--- src/rtl/uart_rx_if.sv ---
`default_nettype none
// ============================================================================
// Module   : uart_rx_if
// Brief    : Line, configuration, CPU read strobe and status bundle of the
//            UART receiver.
// Revision : 1.0
// ============================================================================
interface uart_rx_if;
    logic        rx;
    logic [11:0] UBRR;
    logic [3:0]  UCSZ;
    logic [1:0]  UCR;
    logic        rd;
    logic [7:0]  UDRR;
    logic        RXC;
    logic        FE;
    logic        DOR;
    logic        PE;
    logic        busy;

    modport master (
        output rx, UBRR, UCSZ, UCR, rd,
        input  UDRR, RXC, FE, DOR, PE, busy
    );

    modport slave (
        input  rx, UBRR, UCSZ, UCR, rd,
        output UDRR, RXC, FE, DOR, PE, busy
    );
endinterface
`default_nettype wire

--- src/rtl/uart_receiver.sv ---
`default_nettype none
// ============================================================================
// Module   : uart_receiver
// Brief    : 16x oversampling UART receiver, 5..8 data bits, one stop bit.
//            Optional even parity bit enabled by macro UART_RX_PARITY_EN.
// Revision : 1.0
// ============================================================================
module uart_receiver (
    input  logic     clk,
    input  logic     rst,
    uart_rx_if.slave bus
);

`ifdef UART_RX_PARITY_EN
    typedef enum logic [2:0] {
        S_IDLE   = 3'd0,
        S_START  = 3'd1,
        S_DATA   = 3'd2,
        S_PARITY = 3'd3,
        S_STOP   = 3'd4
    } state_t;
`else
    typedef enum logic [2:0] {
        S_IDLE   = 3'd0,
        S_START  = 3'd1,
        S_DATA   = 3'd2,
        S_STOP   = 3'd4
    } state_t;
`endif

    state_t      r_state;
    state_t      w_state_nxt;
    logic        r_rx_s1;
    logic        r_rx_s2;
    logic        r_rx_s3;
    logic [11:0] r_tick_cnt;
    logic [3:0]  r_os_cnt;
    logic [2:0]  r_bit_idx;
    logic [2:0]  r_last_idx;
    logic [7:0]  r_data;
    logic        r_stop_bit;
    logic        r_stop_done;
    logic [7:0]  r_udrr;
    logic        r_rxc;
    logic        r_fe;
    logic        r_dor;

    logic        w_en;
    logic        w_rx_fall;
    logic        w_start;
    logic        w_tick;
    logic        w_mid_start;
    logic        w_bit_end;
    logic        w_load;
    logic        w_accept;
    logic [2:0]  w_size_idx;
    logic        w_unused;

    assign w_unused    = bus.UCR[0];
    assign w_en        = bus.UCR[1];
    assign w_rx_fall   = r_rx_s3 & ~r_rx_s2;
    assign w_start     = (r_state == S_IDLE) && w_en && w_rx_fall;
    assign w_tick      = (r_tick_cnt == bus.UBRR);
    assign w_mid_start = w_tick && (r_os_cnt == 4'd7) && (r_state == S_START);
    assign w_bit_end   = w_tick && (r_os_cnt == 4'hF);
    assign w_accept    = ~r_rxc | bus.rd;

    // Index of the last data bit; out-of-range sizes clamp to 5 or 8 bits.
    always_comb begin
        w_size_idx = bus.UCSZ[2:0] - 3'd1;
        if (bus.UCSZ < 4'd5) begin
            w_size_idx = 3'd4;
        end else if (bus.UCSZ > 4'd8) begin
            w_size_idx = 3'd7;
        end
    end

    always_ff @(posedge clk or negedge rst) begin
        if (!rst) begin
            r_state <= S_IDLE;
        end else begin
            r_state <= w_state_nxt;
        end
    end

    always_comb begin
        w_state_nxt = r_state;
        w_load      = 1'b0;
        if (!w_en) begin
            w_state_nxt = S_IDLE;
        end else begin
            case (r_state)
                S_IDLE: begin
                    if (w_rx_fall) begin
                        w_state_nxt = S_START;
                    end
                end
                S_START: begin
                    if (w_mid_start) begin
                        w_state_nxt = r_rx_s2 ? S_IDLE : S_DATA;
                    end
                end
                S_DATA: begin
                    if (w_bit_end && (r_bit_idx == r_last_idx)) begin
`ifdef UART_RX_PARITY_EN
                        w_state_nxt = S_PARITY;
`else
                        w_state_nxt = S_STOP;
`endif
                    end
                end
`ifdef UART_RX_PARITY_EN
                S_PARITY: begin
                    if (w_bit_end) begin
                        w_state_nxt = S_STOP;
                    end
                end
`endif
                S_STOP: begin
                    if (r_stop_done) begin
                        w_state_nxt = S_IDLE;
                        w_load      = 1'b1;
                    end
                end
                default: begin
                    w_state_nxt = S_IDLE;
                end
            endcase
        end
    end

    always_ff @(posedge clk or negedge rst) begin
        if (!rst) begin
            r_rx_s1     <= 1'b1;
            r_rx_s2     <= 1'b1;
            r_rx_s3     <= 1'b1;
            r_tick_cnt  <= '0;
            r_os_cnt    <= '0;
            r_bit_idx   <= '0;
            r_last_idx  <= '0;
            r_data      <= '0;
            r_stop_bit  <= 1'b0;
            r_stop_done <= 1'b0;
        end else begin
            r_rx_s1 <= bus.rx;
            r_rx_s2 <= r_rx_s1;
            r_rx_s3 <= r_rx_s2;

            // A UBRR lowered below the running count restarts the divider.
            if (w_start || w_tick || (r_tick_cnt > bus.UBRR)) begin
                r_tick_cnt <= '0;
            end else begin
                r_tick_cnt <= r_tick_cnt + 12'd1;
            end

            if (w_start || w_mid_start) begin
                r_os_cnt <= '0;
            end else if (w_tick) begin
                r_os_cnt <= r_os_cnt + 4'd1;
            end

            if (w_start) begin
                r_bit_idx   <= '0;
                r_last_idx  <= w_size_idx;
                r_data      <= '0;
                r_stop_done <= 1'b0;
            end else if ((r_state == S_DATA) && w_bit_end) begin
                r_data[r_bit_idx] <= r_rx_s2;
                r_bit_idx         <= r_bit_idx + 3'd1;
            end else if ((r_state == S_STOP) && w_bit_end && !r_stop_done) begin
                r_stop_bit  <= r_rx_s2;
                r_stop_done <= 1'b1;
            end
        end
    end

    always_ff @(posedge clk or negedge rst) begin
        if (!rst) begin
            r_udrr <= '0;
            r_rxc  <= 1'b0;
            r_fe   <= 1'b0;
            r_dor  <= 1'b0;
        end else if (w_load) begin
            if (w_accept) begin
                r_udrr <= r_data;
                r_rxc  <= 1'b1;
                r_fe   <= ~r_stop_bit;
                r_dor  <= 1'b0;
            end else begin
                r_dor  <= 1'b1;
            end
        end else if (bus.rd) begin
            r_rxc <= 1'b0;
            r_fe  <= 1'b0;
            r_dor <= 1'b0;
        end
    end

`ifdef UART_RX_PARITY_EN
    logic r_par_bit;
    logic r_pe;
    logic w_pe_new;

    // Even parity: data ones plus the parity bit must total an even count.
    assign w_pe_new = (^r_data) ^ r_par_bit;

    always_ff @(posedge clk or negedge rst) begin
        if (!rst) begin
            r_par_bit <= 1'b0;
            r_pe      <= 1'b0;
        end else begin
            if ((r_state == S_PARITY) && w_bit_end) begin
                r_par_bit <= r_rx_s2;
            end
            if (w_load) begin
                if (w_accept) begin
                    r_pe <= w_pe_new;
                end
            end else if (bus.rd) begin
                r_pe <= 1'b0;
            end
        end
    end

    assign bus.PE = r_pe;
`else
    assign bus.PE = 1'b0;
`endif

    assign bus.UDRR = r_udrr;
    assign bus.RXC  = r_rxc;
    assign bus.FE   = r_fe;
    assign bus.DOR  = r_dor;
    assign bus.busy = (r_state != S_IDLE);

endmodule
`default_nettype wire

--- src/flat_wrapper.sv ---
// flat-port wrapper written by rule: the top's interface ports become plain ports
module uart_receiver_flat 
  (clk, rst, bus_rx, bus_UBRR, bus_UCSZ, bus_UCR, bus_rd, bus_UDRR, bus_RXC, bus_FE, bus_DOR, bus_PE, bus_busy);
  uart_rx_if bus_i ();
  input  logic clk;
  input  logic rst;
  input wire logic [$bits(bus_i.rx)-1:0] bus_rx;
  input wire logic [$bits(bus_i.UBRR)-1:0] bus_UBRR;
  input wire logic [$bits(bus_i.UCSZ)-1:0] bus_UCSZ;
  input wire logic [$bits(bus_i.UCR)-1:0] bus_UCR;
  input wire logic [$bits(bus_i.rd)-1:0] bus_rd;
  output wire logic [$bits(bus_i.UDRR)-1:0] bus_UDRR;
  output wire logic [$bits(bus_i.RXC)-1:0] bus_RXC;
  output wire logic [$bits(bus_i.FE)-1:0] bus_FE;
  output wire logic [$bits(bus_i.DOR)-1:0] bus_DOR;
  output wire logic [$bits(bus_i.PE)-1:0] bus_PE;
  output wire logic [$bits(bus_i.busy)-1:0] bus_busy;
  assign bus_i.rx = bus_rx;
  assign bus_i.UBRR = bus_UBRR;
  assign bus_i.UCSZ = bus_UCSZ;
  assign bus_i.UCR = bus_UCR;
  assign bus_i.rd = bus_rd;
  assign bus_UDRR = bus_i.UDRR;
  assign bus_RXC = bus_i.RXC;
  assign bus_FE = bus_i.FE;
  assign bus_DOR = bus_i.DOR;
  assign bus_PE = bus_i.PE;
  assign bus_busy = bus_i.busy;
  uart_receiver u_core (.clk(clk), .rst(rst), .bus(bus_i));
endmodule
--- config.mk ---
export PLATFORM = sky130hd
export DESIGN_NAME = uart_receiver_flat
export DESIGN_NICKNAME = d
export VERILOG_FILES = /design/src/rtl/uart_rx_if.sv /design/src/rtl/uart_receiver.sv /design/src/flat_wrapper.sv
export SDC_FILE = /design/constraint.sdc
export NUM_CORES = 1
export LEC_CHECK = 0
export ABC_AREA = 0
export CORE_MARGIN = 2
export CORE_UTILIZATION = 49
export DETAILED_ROUTE_END_ITERATION = 8
export GPL_ROUTABILITY_DRIVEN = 1
export GPL_TIMING_DRIVEN = 0
export PLACE_DENSITY = 0.75
export SYNTH_ARGS = -nofsm -noshare
export SYNTH_HDL_FRONTEND = slang
export SYNTH_SLANG_ARGS = --single-unit
--- constraint.sdc ---
create_clock -name clk -period 1.8 [get_ports clk]
set_input_delay 0.54 -clock clk [delete_from_list [all_inputs] [get_ports clk]]
set_output_delay 0.54 -clock clk [all_outputs]
set_load 0.01 [all_outputs]
==> out/results.tsv <==
stage	metric	value	unit
sta	fin_crit_sh	106	%
routing	ant_nets	0	
clock_network	ctsLongestPathBuffers	2	
pwr	p_sw	789	uW
global_route	grt_util_all_layers	21.4	%
sta	finClkSkew	0.00847	ns
pwr	comb_power_share	25.6	%
sta	relSlewSlack	59.6	%
yosys	syn_area	2610	sq um
global_route	grt_start_max_net_pins	41	
routing	dr.pass1.iters	4	
setup_path	crit_path_max_incr_delay	0.39	ns
pwr	power.switching_fraction	28.7	%
sta	report.final.slew_viol_count	0	
sta	clock.fmax	0.523	GHz
pwr	internal-power	1.96	mW
pwr	clkPwrFrac	29.2	%
placed_design	place.gp.congestion	0.788	
finish	final_common_cell	dfrtp_1	
pwr	vdd_drop_max	0.486	mV
setup_path	rrSetupSlack	-0.09	ns
setup_path	cp-start-kind	primary input	
setup_path	rr_startpoint	u_core.r_tick_cnt[1]	
clock_network	htree_levels	2	
finish	multi_input_area	1640	sq um
yosys	synth_edf_count	0	
yosys	syn_nets	295	
yosys	synth_area_per_cell	10.2	sq um
finish	final_cell_mix	dfrtp_1 (34), buf_4 (31), nand2_1 (20), clkdlybuf4s50_1 (16), dfrtp_2 (12)	
clock_network	cts-buffers-inserted	5	
yosys	ys_seq_elements	49	
status	violations	setup timing	
global_route	grt_pass1_wl	10.2	mm
clock_network	root_buffer	clkbuf_8	
sta	fin_crit	1.91	ns
setup_path	cp-end-kind	flop	
status	status	finished with violations	
setup_path	slowest_stage	or3_1	
sta	setup_violations	25	
global_route	antenna_found_initial	0	
floorplanning	io_pins	35	
yosys	synth_cell_types	44	
setup_path	cp.arrival	2.15	ns
flow_run	cap_viol_max_count	0	
routing	vias	2228	
clock_network	path_clk_slew	0.09	ns
setup_path	r2r_cells	7	
floorplanning	core_area	5110	sq um
sta	worst_slack	-0.113	ns
pwr	seqPwrFrac	45.2	%
setup_path	cp_max_fo	5	
floorplanning	start_util	51.1	%
yosys	yosysTopAreaCellShare	44.1	%
clock_network	clk_latency	0.31	ns
pwr	power_density	697	nW/um^2
floorplanning	die_w	77.0	um
sta	max_slew.worst_pin.slew	0.605	ns
setup_path	r2r_end	u_core.r_data[4]	
setup_path	worstSetupEndpoint	u_core.r_bit_idx[0]	
yosys	synthArstFlopShare	100	%
finish	drive_gt1_share	42.2	%
routing	drt_iter0_markers	128	
setup_path	cp_cell_sequence	clkdlybuf4s15_1, inv_2, ha_4, and4_4, buf_6, nand4_4, or3_1, a21oi_2	
floorplanning	die_h	77.0	um
setup_path	cp_top_family	simple AND/OR/NAND/NOR gates	
yosys	ys_top_cells_by_area	dfrtp_1 (44%), ha_1 (7.7%), mux2i_1 (4.2%)	
placed_design	dp_hpwl	3.78	mm
routing	drt-total-wl	6.61	mm
placed_design	post-place-ws	-0.908	ns
setup_path	crit_required	2.04	ns
yosys	synth-seq-area-share	47.1	%
placed_design	io_buffers	32	
worst_hold_path	hold_class	in -> async	
sta	holdWs	0.0900	ns
sta	hold_violations	0	
finish	antennaDiodeCount	0	
clock_network	cts.sinks	49	
finish	syn2layout_area_growth	51.2	%
pwr	p_leak	1.77	nW
floorplanning	fp.dieArea	5920	sq um
setup_path	crit_path_start	bus_UBRR[6]	
clock_network	holdBufCountCts	0	
yosys	synth_area_leader_cell	dfrtp_1	
finish	fin_nets	371	
finish	num-fill-cells	337	
setup_path	path_depth	8	
sta	rsz0062_at_grt	yes	
floorplanning	row_count	26	
global_route	grt_pass1_vias	2192	
yosys	syn_inst	257	
global_route	overflow	0	
yosys	synth-warning-count	0	
setup_path	crit_buf_inv	3	
routing	route.detailed.drc	0	
finish	register_area	1240	sq um
routing	wire_per_inst	16.4	um
routing	avgViaCountPerCell	5.51	
setup_path	crit_type	in -> reg	
clock_network	cts_tree	built	
yosys	synthFlopType	dfrtp_1	
## worst min path at each step
stage	cells after the start	end	slack [ns]
after floorplan	0	u_core.bus.DOR	0.24
after global placement	0	u_core.r_rx_s2	0.35
after detailed placement	0	u_core.r_rx_s2	0.35
after CTS	1	u_core.r_tick_cnt[10]	0.10
after global routing	1	u_core.r_tick_cnt[10]	0.10
final	1	u_core.r_tick_cnt[10]	0.09
## per-stage QoR
step	instances	util [%]	total power [mW]	instance area, sq um	TNS, ns
floorplan	257	-	1.56	2840	-1.55
global placement	359	63.6	1.71	3250	-89.74
detailed placement	360	63.9	1.74	3260	-31.03
CTS	393	71.1	2.64	3630	-1.67
global route	404	77.2	2.87	3950	-2.62
finish	404	77.2	2.75	3950	-1.19
## layout make-up
class | count | share of cell area, %
Multi-Input combinational cell | 178 | 41.6
Clock inverter | 3 | 1.17
Tap cell | 70 | 2.22
Inverter | 20 | 2.79
Clock buffer | 5 | 1.74
Timing Repair Buffer | 71 | 16.7
Buffer | 8 | 2.22
Sequential cell | 49 | 31.6
## per-layer routing
layer	vias to the layer above	share of wire (%)	GRT usage [%]
li1	1062	-	-
met5	-	0	0
met1	1080	43	30.3
met4	0	1.7	6.36
met3	16	5.0	3.41
met2	70	50	34.2
## kinds of logic (layout without fill, tap and decap cells)
| logic type | Yosys count | count (layout) | share of synthesized area, % |
|---|---|---|---|
| AOI/OAI and AO/OA | 30 | 30 | 7.39 |
| adders and majority gates | 16 | 16 | 7.67 |
| buffers and inverters | 31 | 107 | 4.80 |
| muxes | 19 | 19 | 7.67 |
| other | 1 | 1 | 0.144 |
| and+or+nand+nor | 97 | 98 | 20.5 |
| xor gates and xnor gates | 14 | 14 | 4.70 |
| DFF | 49 | 49 | 47.1 |
## state kept, by name, summed over array words and instances, names as in the netlist
| signal | count |
|---|---|
| u_core.bus.DOR | 1 |
| u_core.bus.FE | 1 |
| u_core.bus.RXC | 1 |
| u_core.bus.UDRR | 8 |
| u_core.r_bit_idx | 3 |
| u_core.r_data | 8 |
| u_core.r_last_idx | 3 |
| u_core.r_os_cnt | 4 |
| u_core.r_rx_s1 | 1 |
| u_core.r_rx_s2 | 1 |
| u_core.r_rx_s3 | 1 |
| u_core.r_state | 3 |
| u_core.r_stop_bit | 1 |
| u_core.r_stop_done | 1 |
| u_core.r_tick_cnt | 12 |
## Yosys cell counts (2+ instances only)
library cell,number
dfrtp_1,46
nand2_1,21
inv_1,19
nor3_1,17
ha_1,16
mux2i_1,11
nand3_1,11
a21oi_1,10
nor2_1,9
mux2_2,8
xor2_1,8
o21ai_0,7
nand2b_1,6
nor4_1,6
xnor2_1,6
clkbuf_1,5
nand4_1,5
a21o_1,4
and4_1,4
or3_1,4
and3_1,3
buf_2,3
dfstp_2,3
nor3b_1,3
a211oi_1,2
or4_1,2
## timing repair
item	CTS	global route
setup buffers	26	11
pin swaps	12	21
hold endpoints to repair	0	0
setup endpoints to repair	44	39
gates resized for setup	56	50
cloned	1	1
## power by group through the flow
stage | Combinational, mW | Sequential (mW) | Clock [mW]
after floorplan | 0.296 | 1.27 | 0
after global placement | 0.418 | 1.29 | 0
after detailed placement | 0.444 | 1.29 | 0
after CTS | 0.583 | 1.24 | 0.813
after global routing | 0.764 | 1.25 | 0.859
final | 0.704 | 1.24 | 0.802
No activity file was read; power rests on OpenSTA's default activity.
